<file path="config.mk">
export PLATFORM = sky130hd
export DESIGN_NAME = round_pipe_multimode
export DESIGN_NICKNAME = d
export VERILOG_FILES = /design/src/rtl/round_pkg.sv /design/src/rtl/round_decide.sv /design/src/rtl/round_pipe_multimode.sv
export SDC_FILE = /design/constraint.sdc
export NUM_CORES = 1
export LEC_CHECK = 0
export BUFFER_PORTS_ARGS = -buffer_cell sky130_fd_sc_hd__buf_2
export CAP_MARGIN = 30
export CORE_ASPECT_RATIO = 1.1
export CORE_MARGIN = 3
export CORE_UTILIZATION = 57
export DETAILED_ROUTE_END_ITERATION = 10
export GPL_TIMING_DRIVEN = 0
export PLACE_DENSITY = 0.84
export SKIP_CTS_REPAIR_TIMING = 1
export SYNTH_ARGS = -nofsm -noshare
export SYNTH_HDL_FRONTEND = slang
export SYNTH_SLANG_ARGS = --single-unit
</file>
<file path="constraint.sdc">
create_clock -name Clock -period 4.9 [get_ports Clock]
set_clock_uncertainty 0.15 [all_clocks]
set_input_delay 0.49 -clock Clock [delete_from_list [all_inputs] [get_ports Clock]]
set_output_delay 0.49 -clock Clock [all_outputs]
set_load 0.05 [all_outputs]
</file>
<file path="src/rtl/round_pkg.sv">
// Shared types for the pipelined multi-mode rounder.
// Holds the mode encoding and the stage-1 control payload.
package round_pkg;

    localparam int STAGES = 2;

    typedef enum logic [2:0] {
        RM_RNE = 3'd0,
        RM_RTZ = 3'd1,
        RM_RDN = 3'd2,
        RM_RUP = 3'd3,
        RM_RMM = 3'd4
    } round_mode_e;

    // Kept magnitude lives beside this struct because its width is a module parameter.
    typedef struct packed {
        logic sign;
        logic r;
        logic s;
        logic inc;
    } s1_ctrl_t;

endpackage

</file>
<file path="src/rtl/round_decide.sv">
// Combinational increment decision for one value, given mode, sign and L/R/S bits.
// Unassigned mode codes fall back to round-to-nearest-even.
module round_decide
    import round_pkg::*;
(
    input  round_mode_e mode,
    input  logic        sign,
    input  logic        l,
    input  logic        r,
    input  logic        s,
    output logic        inc
);

    always_comb begin
        inc = 1'b0;
        case (mode)
            RM_RTZ:  inc = 1'b0;
            RM_RDN:  inc = sign & (r | s);
            RM_RUP:  inc = !sign & (r | s);
            RM_RMM:  inc = r;
            default: inc = r & (s | l);
        endcase
    end

endmodule

</file>
<file path="src/rtl/round_pipe_multimode.sv">
// Two-stage valid/ready rounder: stage 1 splits kept/round/sticky and decides the
// increment, stage 2 adds it, handles overflow and holds the output under backpressure.
module round_pipe_multimode
    import round_pkg::*;
#(
    parameter int N        = 24,
    parameter int EXTRA    = 3,
    parameter bit SATURATE = 1'b1,
    parameter int CNT_W    = 16
) (
    input  logic               Clock,
    input  logic               Reset_n,
    input  logic               InValid,
    output logic               InReady,
    input  logic               InSign,
    input  logic [N+EXTRA-1:0] InMag,
    input  logic [2:0]         InMode,
    output logic               OutValid,
    input  logic               OutReady,
    output logic               OutSign,
    output logic [N-1:0]       OutMag,
    output logic               OutOverflow,
    output logic               OutInexact,
    input  logic               CntClear,
    output logic [CNT_W-1:0]   InexactCount
);

    if (EXTRA < 2) begin : g_bad_extra
        $error("EXTRA must be at least 2");
    end

    logic [STAGES:1] vld_pipe;
    logic            s2_adv;
    logic            in_acc;
    logic            out_xfer;

    assign OutValid = vld_pipe[2];
    assign s2_adv   = !vld_pipe[2] | OutReady;
    assign InReady  = !vld_pipe[1] | s2_adv;
    assign in_acc   = InValid & InReady;
    assign out_xfer = vld_pipe[2] & OutReady;

    // Stage 1 input split
    logic [N-1:0] kept_in;
    s1_ctrl_t     ctrl_in;
    logic         inc_in;

    assign kept_in = InMag[N+EXTRA-1:EXTRA];

    round_decide u_decide (
        .mode (round_mode_e'(InMode)),
        .sign (InSign),
        .l    (kept_in[0]),
        .r    (InMag[EXTRA-1]),
        .s    (|InMag[EXTRA-2:0]),
        .inc  (inc_in)
    );

    always_comb begin
        ctrl_in      = '0;
        ctrl_in.sign = InSign;
        ctrl_in.r    = InMag[EXTRA-1];
        ctrl_in.s    = |InMag[EXTRA-2:0];
        ctrl_in.inc  = inc_in;
    end

    logic [N-1:0] s1_kept;
    s1_ctrl_t     s1_ctrl;

    // Stage 2 add: carry out of N bits is the overflow
    logic [N:0]   sum_ext;
    logic [N-1:0] mag_nxt;

    assign sum_ext = {1'b0, s1_kept} + (N+1)'(s1_ctrl.inc);

    always_comb begin
        mag_nxt = sum_ext[N-1:0];
        if (sum_ext[N])
            mag_nxt = SATURATE ? '1 : '0;
    end

    // An empty or draining S1 may take a new value; S2 loads whenever it is free or consumed.
    always_ff @(posedge Clock) begin
        if (!Reset_n) begin
            vld_pipe    <= '0;
            s1_kept     <= '0;
            s1_ctrl     <= '0;
            OutSign     <= 1'b0;
            OutMag      <= '0;
            OutOverflow <= 1'b0;
            OutInexact  <= 1'b0;
        end else begin
            if (InReady) begin
                vld_pipe[1] <= InValid;
                if (in_acc) begin
                    s1_kept <= kept_in;
                    s1_ctrl <= ctrl_in;
                end
            end
            if (s2_adv) begin
                vld_pipe[2] <= vld_pipe[1];
                if (vld_pipe[1]) begin
                    OutSign     <= s1_ctrl.sign;
                    OutMag      <= mag_nxt;
                    OutOverflow <= sum_ext[N];
                    OutInexact  <= s1_ctrl.r | s1_ctrl.s;
                end
            end
        end
    end

    // Clear beats a same-cycle increment; count sticks at all-ones.
    always_ff @(posedge Clock) begin
        if (!Reset_n)
            InexactCount <= '0;
        else if (CntClear)
            InexactCount <= '0;
        else if (out_xfer && OutInexact && (InexactCount != '1))
            InexactCount <= InexactCount + CNT_W'(1);
    end

endmodule

</file>
==> results.json <==
{
  "vias_per_cell": 5.50,
  "fin_setup_tns_ns": 0,
  "worst_setup_hold_path_clk_slew_ns": 0.08,
  "vias_in_the_first_global_route": 3002,
  "initial_cell_density_of_the_core_pct": 61.3,
  "core_box_area_um2": 5570,
  "placed_cells": 555,
  "crit_slowest_cell": "nor2_1",
  "synth_fp_nets": 439,
  "layout_min_cycle_time_ns": 2.17,
  "avgSynthCellArea_um2": 8.53,
  "p_per_area_nw_per_um2": 330,
  "placementRows": 28,
  "global_route_wire_length_before_repair_um": 13500,
  "post_drt_wl_per_cell_um": 14.2,
  "grt_remaining_overflow": 0,
  "min_delay_path_depth": 3,
  "yosysSeqAreaShare_pct": 42.8,
  "clkSinkCount": 73,
  "synth-main-ff-cell": "dfxtp_1",
  "synth.yosys.warnings": 0,
  "timing.critical_path.from_type": "flop",
  "worstPathMaxFanout": 10,
  "power.ir.vdd_worst_mv": 0.212,
  "die_area_um2": 6950,
  "critical_path_class": "flop to flop",
  "placed_area_um2": 3910,
  "r2r.worst_path.cells": 8,
  "antenna-diode-count": 0,
  "synthArstFlopShare_pct": 0,
  "slew-limit-headroom_pct": 58.5,
  "areaGrowthSynthToFinish_pct": 21.3,
  "report.power.total_w": 0.00136,
  "synth-edff-count": 0,
  "layout-drive-gt1-share_pct": 26.1,
  "clock_tree_from_tritoncts": "yes",
  "final_common_cell": "buf_2",
  "syn-cell-area_um2": 3410,
  "drt_pass1_iterations": 4,
  "dieWidth_um": 79.8,
  "critical_path_endpoint_category": "flop",
  "layout.nets": 530,
  "route.vias.total": 3133,
  "status": "completed",
  "die_height_um": 87.2,
  "setup_viol": 0,
  "critPathRequiredTime_ns": 4.98,
  "period_share_pct": 44.3,
  "top_level_ports": 81,
  "critical_path.cell_chain": "ha_1, ha_1, and2_1, nand4_4, nor4_2, nor2_1, buf_6, a21oi_4",
  "pin_count_of_the_biggest_net_entering_global_routing": 13,
  "cpPeakStageDelay_ns": 0.38,
  "tightest_hold_check_type": "input pin to flop",
  "measured_slew_at_the_worst_slew_check_pin_ns": 0.621,
  "number_of_antenna_violations_at_the_first_check_in_global_routing": 0,
  "synth_cell_type_count": 44,
  "port-buffer-count": 80,
  "max-clock-path-buffers": 2,
  "arrival_ns": 2.25,
  "cts_made_buffers": 9,
  "number_of_instances_in_the_synthesized_netlist": 400,
  "gp_congestion": 0.864,
  "fillCellCount": 408,
  "final_hold_viol_count": 0,
  "finish.cell_count_without_fillers": 570,
  "detail_route.wirelength_um": 8070,
  "unrepaired_setup_endpoints_after_global_routing": "false",
  "drt_iter0_drc": 183,
  "finalInstanceArea_um2": 4140,
  "root_buffer": "clkbuf_8",
  "area_taken_by_multi_input_logic_gates_um2": 1830,
  "detailed_place_hpwl_um": 5950,
  "power.leakage_nw": 1.68,
  "global_route.usage.total_pct": 24.5,
  "remaining_drcs": 0,
  "cap_viol_max_count": 0,
  "final_antenna_net_count": 0,
  "final-max-slew-violation-count": 0,
  "clk_latency_ns": 0.34,
  "ctsHtreeMaxLevel": 3,
  "mostFrequentLayoutCells": "buf_2, nand2_1, dfxtp_1",
  "yosys_register_bits": 73,
  "timing.critical_path.mode_cell": "ha_1",
  "max_freq_mhz": 461,
  "seq_area_um2": 1460
}
worst max-delay path: cells and delay by family, from the launching register on:
family | cells | cell delay (ns)
AOI/OAI and AO/OA | 1 | 0.06
adders and majority gates | 2 | 0.50
buffers and inverters | 1 | 0.24
DFF | 1 | 0.32
and+or+nand+nor | 4 | 0.78
area by class of cell:
type | instances | share of cell area (%)
inverter | 4 | 0.363
buffer | 22 | 2.51
clock buffer | 9 | 2.99
multi-input combinational | 301 | 44.3
clock inverter | 6 | 2.60
tap | 75 | 2.27
sequential | 73 | 35.3
timing repair buffer | 80 | 9.67
power breakdown:
part	leakage, nW	total [W]	switching (W)	internal, W
logic	0.966	0.000167	0.000114	0.0000534
clock network	0.115	0.000551	0.000218	0.000333
registers	0.598	0.000646	0.0000249	0.000621
path summary, 6_finish.rpt:
path,start,end,slack (ns)
worst max-delay path,s1_kept[0],OutMag[12],2.73
worst min-delay path,InMag[6],s1_kept[3],0.25
worst max register to register,s1_kept[0],OutMag[12],2.73
worst min register to register,s1_ctrl[2],s1_ctrl[2],0.32
state kept, by name, indices dropped and copies added (netlist names):
name,flops
InexactCount,16
OutInexact,1
OutMag,24
OutOverflow,1
OutSign,1
s1_ctrl,4
s1_kept,24
vld_pipe,2
metrics by stage:
step	hold WS (ns)	setup slack [ns]	utilization (%)
after floorplan	0.291	2.55	-
after global placement	0.301	2.75	70.1
after detailed placement	0.307	2.71	70.1
after CTS	0.242	2.76	74.3
after global routing	0.252	2.56	74.3
final	0.246	2.73	74.3
layer usage:
metal | up-vias | routed length [um] | GRT usage [%] | part of all wire (%)
li1 | 1566 | - | - | -
met1 | 1453 | 3520 | 29.6 | 44
met2 | 105 | 3960 | 43.6 | 49
met3 | 9 | 479 | 3.83 | 5.9
met4 | 0 | 107 | 9.68 | 1.3
met5 | - | 0 | 0 | 0
kinds of logic (layout without fill, tap and decap cells):
| family | after synthesis | count (layout) | share of synthesized area (%) |
|---|---|---|---|
| AND/OR/NAND/NOR | 168 | 168 | 24.4 |
| multiplexers | 3 | 3 | 0.880 |
| adder cells (fa/ha/maj) | 3 | 3 | 1.10 |
| AO/OA/AOI/OAI | 99 | 99 | 20.2 |
| XOR/XNOR | 28 | 28 | 7.18 |
| flip-flops | 73 | 73 | 42.8 |
| buffers and inverters | 26 | 121 | 3.48 |
synthesized netlist by cell type, drive strengths merged, types with 5 or more instances:
library cell	count	area (um2)
o21ai	29	145
and2	5	31.3
xnor2	12	105
and3	7	43.8
nor2	26	97.6
dfxtp	73	1460
nand2	75	282
nand3	12	60.1
buf	8	50.1
nand4	14	109
clkbuf	14	53.8
xor2	16	140
a21oi	28	223
a21boi	28	210
nor3	13	65.1
and4	5	48.8
(Power assumes the default switching activity.)
